===== src/rtl/ff256_ct_seq_pkg.sv =====
`default_nettype none
// ============================================================================
//  Module   : ff256_ct_seq_pkg
//  Purpose  : Shared types and constants for the sequential 8-point FF256
//             cosine-transform controller.
//  Contents : N / W / ROW_W sizing constants, LAST_ROW, FSM state enum,
//             GF(256) XOR-reduction helper (GF(256) addition is bitwise XOR).
//  Revision : 1.0 - initial release
// ============================================================================
package ff256_ct_seq_pkg;

    // Vector length and symbol width are fixed at 8; other values are unsupported.
    localparam int N     = 8;
    localparam int W     = 8;
    localparam int ROW_W = $clog2(N);

    localparam logic [ROW_W-1:0] LAST_ROW = ROW_W'(N - 1);

    typedef enum logic [1:0] {
        IDLE    = 2'd0,
        COMPUTE = 2'd1,
        DONE    = 2'd2
    } ct_state_e;

    // Sum of N GF(256) symbols: plain XOR, no carries, result stays W bits.
    function automatic logic [W-1:0] ff256_xor_reduce(input logic [N*W-1:0] vec);
        logic [W-1:0] acc;
        acc = '0;
        for (int k = 0; k < N; k++) begin
            acc = acc ^ vec[k*W +: W];
        end
        return acc;
    endfunction

endpackage
`default_nettype wire


===== src/rtl/ff256_xor_reduce_8.sv =====
`default_nettype none
// ============================================================================
//  Module   : ff256_xor_reduce_8
//  Purpose  : Combinational XOR tree folding eight GF(256) products into one
//             symbol. Kept standalone so a parallel datapath can reuse it.
//  Ports    : bytes_in [N*W-1:0]  eight products, byte k at [8k+7:8k]
//             xor_out  [W-1:0]    GF(256) sum of the eight products
//  Revision : 1.0 - initial release
// ============================================================================
module ff256_xor_reduce_8
    import ff256_ct_seq_pkg::*;
(
    input  logic [N*W-1:0] bytes_in,
    output logic [W-1:0]   xor_out
);

    assign xor_out = ff256_xor_reduce(bytes_in);

endmodule
`default_nettype wire


===== src/rtl/ff256_ct_seq_controller.sv =====
`default_nettype none
// ============================================================================
//  Module   : ff256_ct_seq_controller
//  Purpose  : Sequencer for the sequential 8-point FF256 cosine transform.
//             Captures one input vector, steps the external multiplier bank
//             through rows 0..7 (one per cycle), XOR-reduces each row's
//             products into output symbol n and presents the result vector.
//  Ports    : clk, rst_n            clock / async active-low reset
//             in_valid/in_ready     input vector handshake, in_data [63:0]
//             mult_row_sel [2:0]    row select to the multiplier mux
//             mult_x_in   [63:0]    held input vector to all multipliers
//             mult_x_out  [63:0]    products of the selected row
//             out_valid/out_ready   result handshake, out_data [63:0]
//             busy                  high while computing or holding a result
//  Revision : 1.0 - initial release
// ============================================================================
module ff256_ct_seq_controller
    import ff256_ct_seq_pkg::*;
(
    input  logic             clk,
    input  logic             rst_n,
    input  logic             in_valid,
    output logic             in_ready,
    input  logic [N*W-1:0]   in_data,
    output logic [ROW_W-1:0] mult_row_sel,
    output logic [N*W-1:0]   mult_x_in,
    input  logic [N*W-1:0]   mult_x_out,
    output logic             out_valid,
    input  logic             out_ready,
    output logic [N*W-1:0]   out_data,
    output logic             busy
);

    ct_state_e        r_state;
    ct_state_e        w_state_nxt;
    logic [ROW_W-1:0] r_row;
    logic [N*W-1:0]   r_x;
    logic [N*W-1:0]   r_result;
    logic [W-1:0]     w_row_sum;
    logic             w_accept;

    ff256_xor_reduce_8 u_xor_reduce (
        .bytes_in (mult_x_out),
        .xor_out  (w_row_sum)
    );

    // ------------------------------------------------------------------
    // FSM: next state and handshake outputs
    // ------------------------------------------------------------------
    always_comb begin
        w_state_nxt = r_state;
        in_ready    = 1'b0;
        out_valid   = 1'b0;
        busy        = 1'b0;
        case (r_state)
            IDLE: begin
                in_ready = 1'b1;
                if (in_valid) begin
                    w_state_nxt = COMPUTE;
                end
            end
            COMPUTE: begin
                busy = 1'b1;
                if (r_row == LAST_ROW) begin
                    w_state_nxt = DONE;
                end
            end
            DONE: begin
                busy      = 1'b1;
                out_valid = 1'b1;
                // A new vector may be taken in the same cycle the result leaves.
                in_ready  = out_ready;
                if (out_ready) begin
                    w_state_nxt = in_valid ? COMPUTE : IDLE;
                end
            end
            default: begin
                w_state_nxt = IDLE;
            end
        endcase
    end

    assign w_accept = in_valid & in_ready;

    always_ff @(posedge clk or negedge rst_n) begin
        if (!rst_n) begin
            r_state <= IDLE;
        end else begin
            r_state <= w_state_nxt;
        end
    end

    // ------------------------------------------------------------------
    // Input register and row counter. The counter holds at LAST_ROW and is
    // only cleared by the next accept, so the row select never leaves 0..N-1.
    // ------------------------------------------------------------------
    always_ff @(posedge clk or negedge rst_n) begin
        if (!rst_n) begin
            r_x   <= '0;
            r_row <= '0;
        end else if (w_accept) begin
            r_x   <= in_data;
            r_row <= '0;
        end else if (r_state == COMPUTE && r_row != LAST_ROW) begin
            r_row <= r_row + 1'b1;
        end
    end

    // ------------------------------------------------------------------
    // Result register: symbol n is written only while computing row n, so
    // a result held in DONE is untouched until the next vector is computing,
    // which is after its output handshake.
    // ------------------------------------------------------------------
    for (genvar n = 0; n < N; n++) begin : g_result
        always_ff @(posedge clk or negedge rst_n) begin
            if (!rst_n) begin
                r_result[n*W +: W] <= '0;
            end else if (r_state == COMPUTE && r_row == ROW_W'(n)) begin
                r_result[n*W +: W] <= w_row_sum;
            end
        end
    end

    assign mult_row_sel = r_row;
    assign mult_x_in    = r_x;
    assign out_data     = r_result;

endmodule
`default_nettype wire


===== config.mk =====
export PLATFORM = sky130hd
export DESIGN_NAME = ff256_ct_seq_controller
export DESIGN_NICKNAME = d
export VERILOG_FILES = /design/src/rtl/ff256_ct_seq_pkg.sv /design/src/rtl/ff256_xor_reduce_8.sv /design/src/rtl/ff256_ct_seq_controller.sv
export SDC_FILE = /design/constraint.sdc
export NUM_CORES = 1
export LEC_CHECK = 0
export CAP_MARGIN = 20
export CORE_MARGIN = 2
export CORE_UTILIZATION = 25
export DETAILED_ROUTE_END_ITERATION = 12
export GPL_TIMING_DRIVEN = 0
export PLACE_DENSITY = 0.62
export SYNTH_ARGS = -nofsm -noshare
export SYNTH_HDL_FRONTEND = slang
export SYNTH_HIERARCHICAL = 1
export SYNTH_SLANG_ARGS = --single-unit

===== constraint.sdc =====
create_clock -name clk -period 2.3 [get_ports clk]
set_input_delay 0.345 -clock clk [delete_from_list [all_inputs] [get_ports clk]]
set_output_delay 0.345 -clock clk [all_outputs]
set_load 0.02 [all_outputs]

-- Yosys cells after proc, flatten, opt, wreduce, memory -nomap -nowiden
Cells that the tools add are included.
- RAM bits: 0
- memories: 0
- latch bits: 0
- word-level logic and storage cells: 57
- output and inout bits: 134
- register bits: 133
- memory bits (read-only): 0
- divide/modulo/power cells: 0
- bitwise operators: 8
- add/sub/neg operators: 1
- $mul: 0
- reduce and logical (&&, ||, !) cells: 14
- mux-type cells: 10
- $lt $le $gt $ge: 0
- shift-type cells: 0
- equal/unequal tests: 13
- operators with widths (operator ; number):
    8-bit XOR ; 7
    3-bit == test, second input constant ; 4
    1-bit logical AND ; 9
    3-bit by 2-bit == test with 1-bit output, second input constant ; 2
    2-bit 2-to-1 mux ; 3
    3-bit 2-to-1 mux ; 2
    2-bit inequality test, second input constant ; 3
    2-bit one-hot mux with 3 select lines ; 1
    3-bit by 1-bit adder with 3-bit output, second input constant ; 1
    3-bit by 1-bit == test with 1-bit output, second input constant ; 1
    3-bit zero test ; 1
    1-bit 2-to-1 mux ; 3
    3-bit inequality test, second input constant ; 1
    3-bit AND reduction ; 1
    2-bit by 1-bit == test with 1-bit output, second input constant ; 1
    2-bit == test, second input constant ; 1
    2-bit zero test ; 1
    1-bit one-hot mux with 2 select lines ; 1
    2-bit nonzero test ; 1
    2-bit OR reduction ; 1
    1-bit AND ; 1

-- Longest topological paths before layout
- depth after elaboration: 7
- mapped depth: 8
- depth with buffers taken out: 5

-- Hierarchy
Netlist, hierarchy kept.
- modules (own cells, without submodules) (module ; cells each ; area each (sq um) ; instances ; seq. area each (sq um)):
    ff256_ct_seq_controller ; 311 ; 5243.8 ; 1 ; 3328.2
    ff256_xor_reduce_8 ; 56 ; 490.5 ; 1 ; 0.0

-- Worst setup path before layout
No wires, ideal clock.
- path type: reg2reg
- start point: register r_state[0]
- end point: register r_x[10] (netlist: mult_x_in[10])
- library setup time: 0.125 ns
- setup slack: 0.284 ns
- data arrival time: 1.891 ns
- required time: 2.175 ns
- stages on the path, launching flop included: 9
- path through: dfrtp_1 -> inv_1 -> ha_1 -> a21o_1 -> and2_4 -> buf_6 -> buf_6 -> buf_6 -> mux2_4
- cells in the longest elaborated chain, start to end: 3
- RTL lines (element ; line ; source):
    start, declared ; ff256_ct_seq_controller.sv:34 ; ct_state_e r_state;
    start signal, assigned ; ff256_ct_seq_controller.sv:89 ; r_state <= w_state_nxt;
    2-bit == test / 2-bit zero test (equally long branches) ; ff256_ct_seq_controller.sv:55 ; case (r_state)
    1-bit one-hot mux with 2 select lines * ; ff256_ct_seq_controller.sv:55 ;
    named net in_ready ; ff256_ct_seq_controller.sv:23 ; output logic in_ready,
    1-bit AND * ; ff256_ct_seq_controller.sv:83 ; assign w_accept = in_valid & in_ready;
    end signal, assigned ; ff256_ct_seq_controller.sv:102 ; r_x <= in_data;
    end, declared ; ff256_ct_seq_controller.sv:37 ; logic [N*W-1:0] r_x;
Mark *: on every way through the listed nets, which the timed path passes. The rest lies on a longest branch.
A chain may end at the register's enable or synchronous reset.

-- Final worst setup path
- start point: register r_state[1]
- end point: output port busy
- cells in the longest elaborated chain, start to end: 3
- RTL lines (element ; line ; source):
    2-bit by 1-bit == test with 1-bit output / 2-bit == test (equally long branches) ; ff256_ct_seq_controller.sv:55 ;
    2-bit OR reduction (no source line) * ; -- ;
    1-bit 2-to-1 mux * ; ff256_ct_seq_controller.sv:55 ;
    end, declared ; ff256_ct_seq_controller.sv:31 ; output logic busy
Mark *: on every way between the ends. The rest lies on a longest branch, timed or not.

==> reports/metrics.yaml <==
diodes: 0
coreArea_um2: 22600
avgViaCountPerCell: 4.17
worstReg2RegStart: "mult_row_sel[0]$_DFFE_PN0P_"
chipHeight_um: 155
start_util_pct: 25.4
clk_latency_ns: 0.41
layout_common_cells: "263 x clkdlybuf4s50_1, 133 x dfrtp_1, 103 x mux2_2, 49 x xnor2_1, 27 x mux2_4"
synth_top_area_share_pct: 58.0
fin_skew_ns: 0.0101
post_cts_buffers: 0
p_per_area_nw_per_um2: 1490
ys_warn_count: 6
cp_num_buf_inv: 2
drc_errors: 0
power_uw: 14000
clockBufferDepth: 2
r2r-end: "r_state[0]$_DFFE_PN0P_"
cts-htree-levels: 4
firstDrtPassIters: 4
numCtsBuffers: 17
drv_slew: 0
stdcell_count: 950
drtIter0Drc: 165
path_max_fanout: 4
num-nets-final: 795
root_buffer: "clkbuf_16"
place_hpwl_um: 11800
drive_gt1_share_pct: 25.9
syn_area_um2: 5730
syn_area_per_cell_um2: 15.6
final_util_pct: 41.6
antenna_found_initial: 0
ys_types: 21
post_drt_wl_per_cell_um: 16.6
cpPeakStageDelay_ns: 0.65
clkSinkCount: 133
synth_area_leaders: "dfrtp_1 58%, mux2_2 20%, xnor2_1 7.5%"
max_cap_viol_count: 0
cellLeakagePower_uw: 0.00386
rrSetupSlack_ns: 0.35
gp_congestion: 0.795
placed_cells: 918
via_count: 3963
cp_cell_sequence: "inv_1 > ha_1 > clkdlybuf4s50_1"
nFillCells: 2104
die_area_um2: 24200
grt_max_degree: 70
worst_ir_drop_vdd_v: 0.000662
outcome: "completed"
wl_um: 15700
cts_tree: "built"
end_kind: "output port"
holdWs_ns: 0.481
cp.required_ns: 1.96
fin_crit_sh_pct: 95.2
first_global_vias: 4448
hold_viol_final: 0
max_freq_ghz: 0.457
crit_family: "buffers and inverters"
io_pins: 266
reg2regPathDepth: 5
synth-seq-area-share_pct: 58.0
path_clk_slew_ns: 0.06
tightestPinTransition_ns: 0.686
rsz0062_at_grt: "no"
start_kind: "register"
track_usage_pct: 13.4
crit_slowest_cell: "clkdlybuf4s50_1"
grt_pass1_wl_um: 25000
grt.overflow.total: 0
syn_nets: 509
setup-violations-final: 0
fp-row-count: 55
postSynthCellCount: 367
area_growth_pct: 63.6
finalCriticalPeriod_ns: 2.19
min-delay-path-class: "input port to async pin"
final_common_cell: "clkdlybuf4s50_1"
port_buffers: 265
synth_seq_cells: 133
antenna_left: 0
slew_headroom_pct: 54.0
crit_type: "register to output port"
crit_arrival_ns: 1.84
synth_largest_area_cell: "dfrtp_1"
die_x_um: 155
==> per-layer routing <==
metal	global-route usage (%)	wire length [um]
met1	15.6	6430
met5	0	0
met3	5.26	1360
met2	22.8	7750
met4	4.11	208
==> sequential cells by signal, summed over array words and instances (netlist names) <==
| name | count |
|---|---|
| out_data | 64 |
| mult_x_in | 64 |
| r_state | 2 |
| mult_row_sel | 3 |
==> cell families after synthesis <==
logic type | share of synthesized area [%]
DFF | 58.0
muxes | 27.5
xor gates and xnor gates | 8.71
buffers and inverters | 1.85
and+or+nand+nor | 1.24
adders and majority gates | 2.18
AOI/OAI and AO/OA | 0.502
==> per-stage QoR <==
stage | TNS [ns] | setup slack [ns] | area (um^2)
2_1_floorplan | 0 | 0.284 | 5730
3_3_place_gp | -568.14 | -4.29 | 8740
3_5_place_dp | 0 | 0.231 | 8770
4_1_cts | 0 | 0.0381 | 9380
5_1_grt | 0 | 0.0275 | 9380
6_report | 0 | 0.110 | 9380
==> final cells by class <==
cell class                 instances  area, um^2  share of cell area, %
sequential                       133        3330                   35.5
timing repair buffer             267        2690                   28.7
multi-input combinational        217        2300                   24.5
clock buffer                      19         443                   4.72
tap                              285         357                   3.80
clock inverter                    12         155                   1.65
buffer                            10        80.1                  0.853
inverter                           7        26.3                  0.280
==> cell usage after synthesis <==
cell / number
and2b_1: 1
ha_1: 10
xnor2_1: 49
xor2_1: 8
and2_4: 1
nor2b_1: 1
dfrtp_1: 133
nand2_1: 5
a221oi_1: 1
mux2i_1: 1
clkbuf_1: 1
nand3_1: 3
a211oi_1: 1
a21o_1: 1
mux2_4: 27
mux2_2: 103
nor2_1: 4
buf_6: 5
buf_2: 4
inv_1: 7
a21oi_1: 1
==> worst max path at each step <==
stage	start	endpoint	slack [ns]	cells after the start
floorplan	r_state[0]$_DFFE_PN0P_	mult_x_in[10]$_DFFE_PN0P_	0.28	8
CTS	r_state[0]$_DFFE_PN0P_	in_ready	0.04	4
finish	r_state[1]$_DFFE_PN0P_	busy	0.11	3
global route	r_state[1]$_DFFE_PN0P_	busy	0.03	3
global placement	rst_n	out_data[16]$_DFFE_PN0P_	-4.29	1
detailed placement	mult_x_out[51]	out_data[35]$_DFFE_PN0P_	0.23	5
==> repair_timing <==
| action | 4_1_cts | 5_1_grt |
|---|---|---|
| hold endpoints to repair | 64 | 0 |
| hold buffers | 1 | 0 |
| resized for setup | 0 | 1 |
| endpoints found under the setup margin | 0 | 1 |
==> where the power goes <==
part           internal (uW)  switching (uW)  total [uW]
logic                   3780            3270        7050
clock network           1730            1030        2760
registers               3550             656        4210
(Power assumes the default switching activity.)
==> variant 1 (same flow settings) <==
Set the package constant `W` to 6 (it was 8).
--- a/src/rtl/ff256_ct_seq_pkg.sv
+++ b/src/rtl/ff256_ct_seq_pkg.sv
@@ -11,7 +11,7 @@
 
     // Vector length and symbol width are fixed at 8; other values are unsupported.
     localparam int N     = 8;
-    localparam int W     = 8;
+    localparam int W     = 6;
     localparam int ROW_W = $clog2(N);
 
     localparam logic [ROW_W-1:0] LAST_ROW = ROW_W'(N - 1);
Interface: changed (resized in_data, mult_x_in, mult_x_out and out_data); port bits go from 266 to 202. The function was not compared with the original's and may differ.
==> variant 1 against the original RTL <==
  * Global-route usage fell by 1.3 points
  * Final area decreased by 23%
  * Largest power group unchanged
  * Wire length decreased by 27%
  * Total power shrank 26%
  * Fmax decreased by 1.2%
  * Area after synthesis decreased by 20%
  * Clock skew decreased by 0.0030 ns
  * Sequential cell count fell by 32
  * Worst setup slack worse by 0.026 ns
  * Combinational power decreased by 20%
  * Highest routed layer unchanged
  * Critical path type unchanged
  * Core utilization down 1.6 points
==> variant 1: results (changes against the original RTL) <==
The overall fraction of global-route tracks in use was 0.121 (was 0.134). The run gives 733 (was 950) as the filler-free cell count of the finished design. The arithmetic-cell share of the synthesized area counting full adders, half adders and majority gates is 0.0274 (was 0.0218), and the count of distinct cell types in the synthesized netlist is 22 (was 21). The tools report the global-route wire length before repair as 18.4 mm (was 25.0 mm).

The portion of the post-synthesis area used by sequential elements is 0.554 (was 0.580), and the fill cell total of the finished layout is 1,708 (was 2,104). The flow ran to the end, and the final reports show no timing, DRC or antenna violations. The number of DRC violations after detailed-routing iteration 0 came out at 64 (was 165). The logs give 11.4 mm (was 15.7 mm) for the wire length reported by the detailed router and 0.000627 V (was 0.000662 V) for the largest vdd supply drop.

The largest net degree at the start of global routing was 55 (was 70); the share of post-route cells with drive strength above 1 was 0.242 (was 0.259). The logs give 0.166 ns (was 0.231 ns) for the worst slack after detailed placement and 0.0515 (was 0.0526) for the met3 layer usage reported by global route. The weighted congestion at the end of routability-driven global placement is 0.748 (was 0.795), and the maximum single-stage delay on the critical path is 0.62 ns (was 0.65 ns). The global-route track usage on met1 came out at 0.144 (was 0.156). The run gives 286 (was 367) as the instance count of the mapped netlist. The complex-gate fraction of the synthesized area came out at 0.00768 (was 0.00502).

The logs give 0.00689 mm2 (was 0.00877 mm2) for the cell area after placement and 5.35 mm (was 7.75 mm) for the routed length on met2. The post-synthesis net count came out at 396 (was 509). The count of buffers from port buffering is 201 (was 265), and the post-detailed-route via-to-cell ratio is 4.13 (was 4.17). The portion of netlist area occupied by mux cells works out to 0.283 (was 0.275).

Synth top cells by count: sky130_fd_sc_hd__dfrtp_1 (101), sky130_fd_sc_hd__mux2_2 (51), sky130_fd_sc_hd__mux2_4 (47) (was sky130_fd_sc_hd__dfrtp_1 (133), sky130_fd_sc_hd__mux2_2 (103), sky130_fd_sc_hd__xnor2_1 (49)). The tools report the later-pin clock latency in the skew report as 0.35 ns (was 0.41 ns). Synth area leaders: sky130_fd_sc_hd__dfrtp_1 (55%), sky130_fd_sc_hd__mux2_4 (15%), sky130_fd_sc_hd__mux2_2 (13%) (was sky130_fd_sc_hd__dfrtp_1 (58%), sky130_fd_sc_hd__mux2_2 (20%), sky130_fd_sc_hd__xnor2_1 (7.5%)).

The tools report the via count of the first global-routing pass as 3,366 (was 4,448). The met2 usage was 0.197 (was 0.228); the xor/xnor share of the synthesized area was 0.0825 (was 0.0871). The clock skew after layout came out at 0.00708 ns (was 0.0101 ns). The number of buffers inserted during clock tree synthesis came out at 9 (was 17). The final layout net count was 609 (was 795).

The half-perimeter wire length of the detailed placement result was 8.80 mm (was 11.8 mm). The area share of the leading cell type in the synthesized netlist works out to 0.554 (was 0.580). The hold buffer count at CTS was 0 (was 1). The tools report the data arrival time of the worst path as 1.87 ns (was 1.84 ns). The total routed wire length on the met1 layer was 4.77 mm (was 6.43 mm); the relative slew slack was 0.476 (was 0.540).
-- variant 1: worst paths after layout --
kind	start	to	slack, ns	cells after the start
hold reg to reg	mult_x_in[5]	mult_x_in[5]	0.51	1
hold / removal	rst_n	mult_x_in[35]	0.02	1
setup reg to reg	mult_row_sel[0]	r_state[0]	0.44	5
min in group clk	mult_x_in[5]	mult_x_in[5]	0.51	1
max in group asynchronous	rst_n	out_data[46]	1.56	2
setup / recovery	r_state[0]	in_ready	0.08	4
-- variant 1: layout make-up --
type | instances | area, um2 | area share
buffer | 7 | 111 | 0.0155
clock inverter | 3 | 45.0 | 0.00627
multi-input combinational | 171 | 1900 | 0.264
timing repair buffer | 202 | 2040 | 0.284
sequential | 101 | 2530 | 0.352
clock buffer | 13 | 250 | 0.0348
inverter | 7 | 26.3 | 0.00366
tap | 229 | 287 | 0.0399
-- variant 1: power breakdown --
group / switching, mW / internal (mW)
clock network: 0.648 / 0.875
logic: 2.51 / 3.13
registers: 0.523 / 2.69
total: 3.68 / 6.70
==> variant 2 (same settings) <==
Made on the original files. Re-encode `ct_state_e` (3 states) as one-hot, 3 bits wide.
--- a/src/rtl/ff256_ct_seq_pkg.sv
+++ b/src/rtl/ff256_ct_seq_pkg.sv
@@ -16,10 +16,10 @@
 
     localparam logic [ROW_W-1:0] LAST_ROW = ROW_W'(N - 1);
 
-    typedef enum logic [1:0] {
-        IDLE    = 2'd0,
-        COMPUTE = 2'd1,
-        DONE    = 2'd2
+    typedef enum logic [2:0] {
+        IDLE    = 3'b001,
+        COMPUTE = 3'b010,
+        DONE    = 3'b100
     } ct_state_e;
 
     // Sum of N GF(256) symbols: plain XOR, no carries, result stays W bits.
Formal check against the unedited RTL: no difference found for any inputs over 10 cycles, from zero or initial values and one cycle with rst_n low; not proved beyond that.
==> variant 2 against the original RTL <==
  * Worst setup slack improved by 0.045 ns
  * Sequential power grew 5.2%
  * Total power increased by 6.6%
  * Die area up 34%
  * Register-to-register slack lost 0.13 ns
  * Core utilization shrank 3.8 points
  * First-iteration DRC count is 140% higher
  * Critical path type unchanged
  * Largest cell class is now multi-input gates
  * Global-route usage increased by 3.5 points
  * Wire length up 72%
  * Final area up 23%
  * Area after synthesis grew 35%
  * Sequential cell count grew 1
  * Synthesized cell count is 100% higher
  * Via count up 81%
==> variant 2: results (changes against the original RTL) <==
For the final layout net count, the log shows 1,176 (was 795). Synth area leaders: sky130_fd_sc_hd__dfrtp_1 (43%), sky130_fd_sc_hd__mux2_2 (8.0%), sky130_fd_sc_hd__a221oi_1 (7.3%) (was sky130_fd_sc_hd__dfrtp_1 (58%), sky130_fd_sc_hd__mux2_2 (20%), sky130_fd_sc_hd__xnor2_1 (7.5%)). The tools report the worst flop-to-flop path startpoint as mult_row_sel[2] (was mult_row_sel[0]). The number of DRC violations after detailed-routing iteration 0 was 397 (was 165).

Capture instance of the worst register-to-register path: out_data[25] (was r_state[0]). The run gives 7,315 (was 4,448) as the via count of the first global-routing pass. The number of antenna violations at the first check in global routing is 0 (unchanged), and the complex-gate fraction of the synthesized area is 0.214 (was 0.00502). Worst hold slack: 0.482 ns (was 0.481 ns). The depth of the worst register-to-register path is 5 (unchanged), and the post-synthesis net count is 890 (was 509). The clock-pin slew reported for the worst setup and hold paths after clock tree synthesis came out at 0.08 ns (was 0.06 ns).

The overall fraction of global-route tracks in use is 0.169 (was 0.134), and the worst slack after detailed placement is -0.418 ns (was 0.231 ns). The logs give 39 (was 21) for the count of distinct cell types in the synthesized netlist and 73 (was 70) for the largest net degree at the start of global routing. Worst-path maximum fanout: 10 (was 4). The run finished with clean final reports.

The post-detailed-route via-to-cell ratio is 4.97 (was 4.17). The share of post-route cells with drive strength above 1 is 0.119 (was 0.259), and the leakage power is 4.38 nW (was 3.86 nW). The clock skew after layout was 0.0142 ns (was 0.0101 ns). Largest vdd supply drop: 0.000596 V (was 0.000662 V). The logs give 0.22 ns (was 0.35 ns) for the minimum setup slack among reg-to-reg paths and 19.0 mm (was 11.8 mm) for the half-perimeter wire length of the detailed placement result. The later-pin clock latency in the skew report is 0.43 ns (was 0.41 ns). The relative slew slack was 0.393 (was 0.540); the xor/xnor share of the synthesized area was 0.0647 (was 0.0871). The portion of the post-synthesis area used by sequential elements came out at 0.435 (was 0.580). The run gives 27.1 mm (was 15.7 mm) as the wire length reported by the detailed router.

The arithmetic-cell share of the synthesized area counting full adders, half adders and majority gates works out to 0.00973 (was 0.0218). The tools report the number of levels the H-tree was split into as 4 (unchanged). The portion of netlist area occupied by mux cells was 0.0986 (was 0.275). Synth top cells by count: sky130_fd_sc_hd__dfrtp_1 (133), sky130_fd_sc_hd__nor2_1 (133), sky130_fd_sc_hd__nand2b_1 (68) (was sky130_fd_sc_hd__dfrtp_1 (133), sky130_fd_sc_hd__mux2_2 (103), sky130_fd_sc_hd__xnor2_1 (49)).

The maximum single-stage delay on the critical path works out to 0.59 ns (was 0.65 ns). Data arrival time of the worst path: 1.80 ns (was 1.84 ns). The slowest cell on the critical path was sky130_fd_sc_hd__dfstp_2 (was sky130_fd_sc_hd__clkdlybuf4s50_1). For the weighted congestion at the end of routability-driven global placement, the log shows 0.777 (was 0.795). The number of nets with antenna violations after routing is 0 (unchanged), and the global-route wire length before repair is 43.1 mm (was 25.0 mm).
## variant 2: cell type report
cell class	count	area, um2
fill	3040	19000
multi-input combinational	544	4060
sequential	134	3350
timing repair buffer	267	2680
tap	396	495
clock buffer	17	425
buffer	69	324
clock inverter	15	178
inverter	5	18.8
## variant 2: repair_timing
action	4_1_cts	5_1_grt
setup endpoints to repair	3	15
resized for setup	23	6
hold buffers	1	0
hold endpoints to repair	62	0
## variant 2: worst max-delay path: cells and delay by family, from the launching register on
family | cells | cell delay (ns)
AOI/OAI and AO/OA | 1 | 0.07
DFF | 1 | 0.59
buffers and inverters | 4 | 0.71
## variant 2: through the flow
step | instances | instance area (um2) | TNS (ns) | utilization
floorplan | 752 | 7720 | 0 | -
global placement | 1413 | 10900 | -711.41 | 0.356
detailed placement | 1414 | 10900 | -17.11 | 0.357
CTS | 1447 | 11500 | 0 | 0.378
global route | 1447 | 11500 | 0 | 0.378
finish | 1447 | 11500 | 0 | 0.378
## variant 2: how the worst max path moves through the flow
stage,from,end,slack [ns]
global placement,rst_n,mult_x_in[40],-5.23
CTS,r_state[2],in_ready,0.002
global route,r_state[1],mult_x_in[1],0.003
finish,r_state[0],busy,0.16
detailed placement,r_state[0],busy,-0.42
floorplan,mult_row_sel[1],out_data[47],0.45
## variant 2: cell families (layout without fill, tap and decap cells)
| family | count (synthesis) | after routing |
|---|---|---|
| xor gates and xnor gates | 57 | 57 |
| DFF | 134 | 134 |
| and+or+nand+nor | 217 | 217 |
| buffers and inverters | 74 | 373 |
| muxes | 65 | 65 |
| adders and majority gates | 6 | 6 |
| AOI/OAI and AO/OA | 199 | 199 |
## variant 2: per-layer routing
metal  GRT usage  wire (um)  vias up
met4      0.0511        646        0
met5           0          0        -
met2       0.269      12600      254
li1            -          -     3352
met3      0.0541       1960       34
met1       0.218      11900     3547
## variant 2: report_power, final
part	switching (mW)	internal [mW]
Combinational	3.90	3.75
Sequential	0.937	3.49
Clock	1.30	1.56
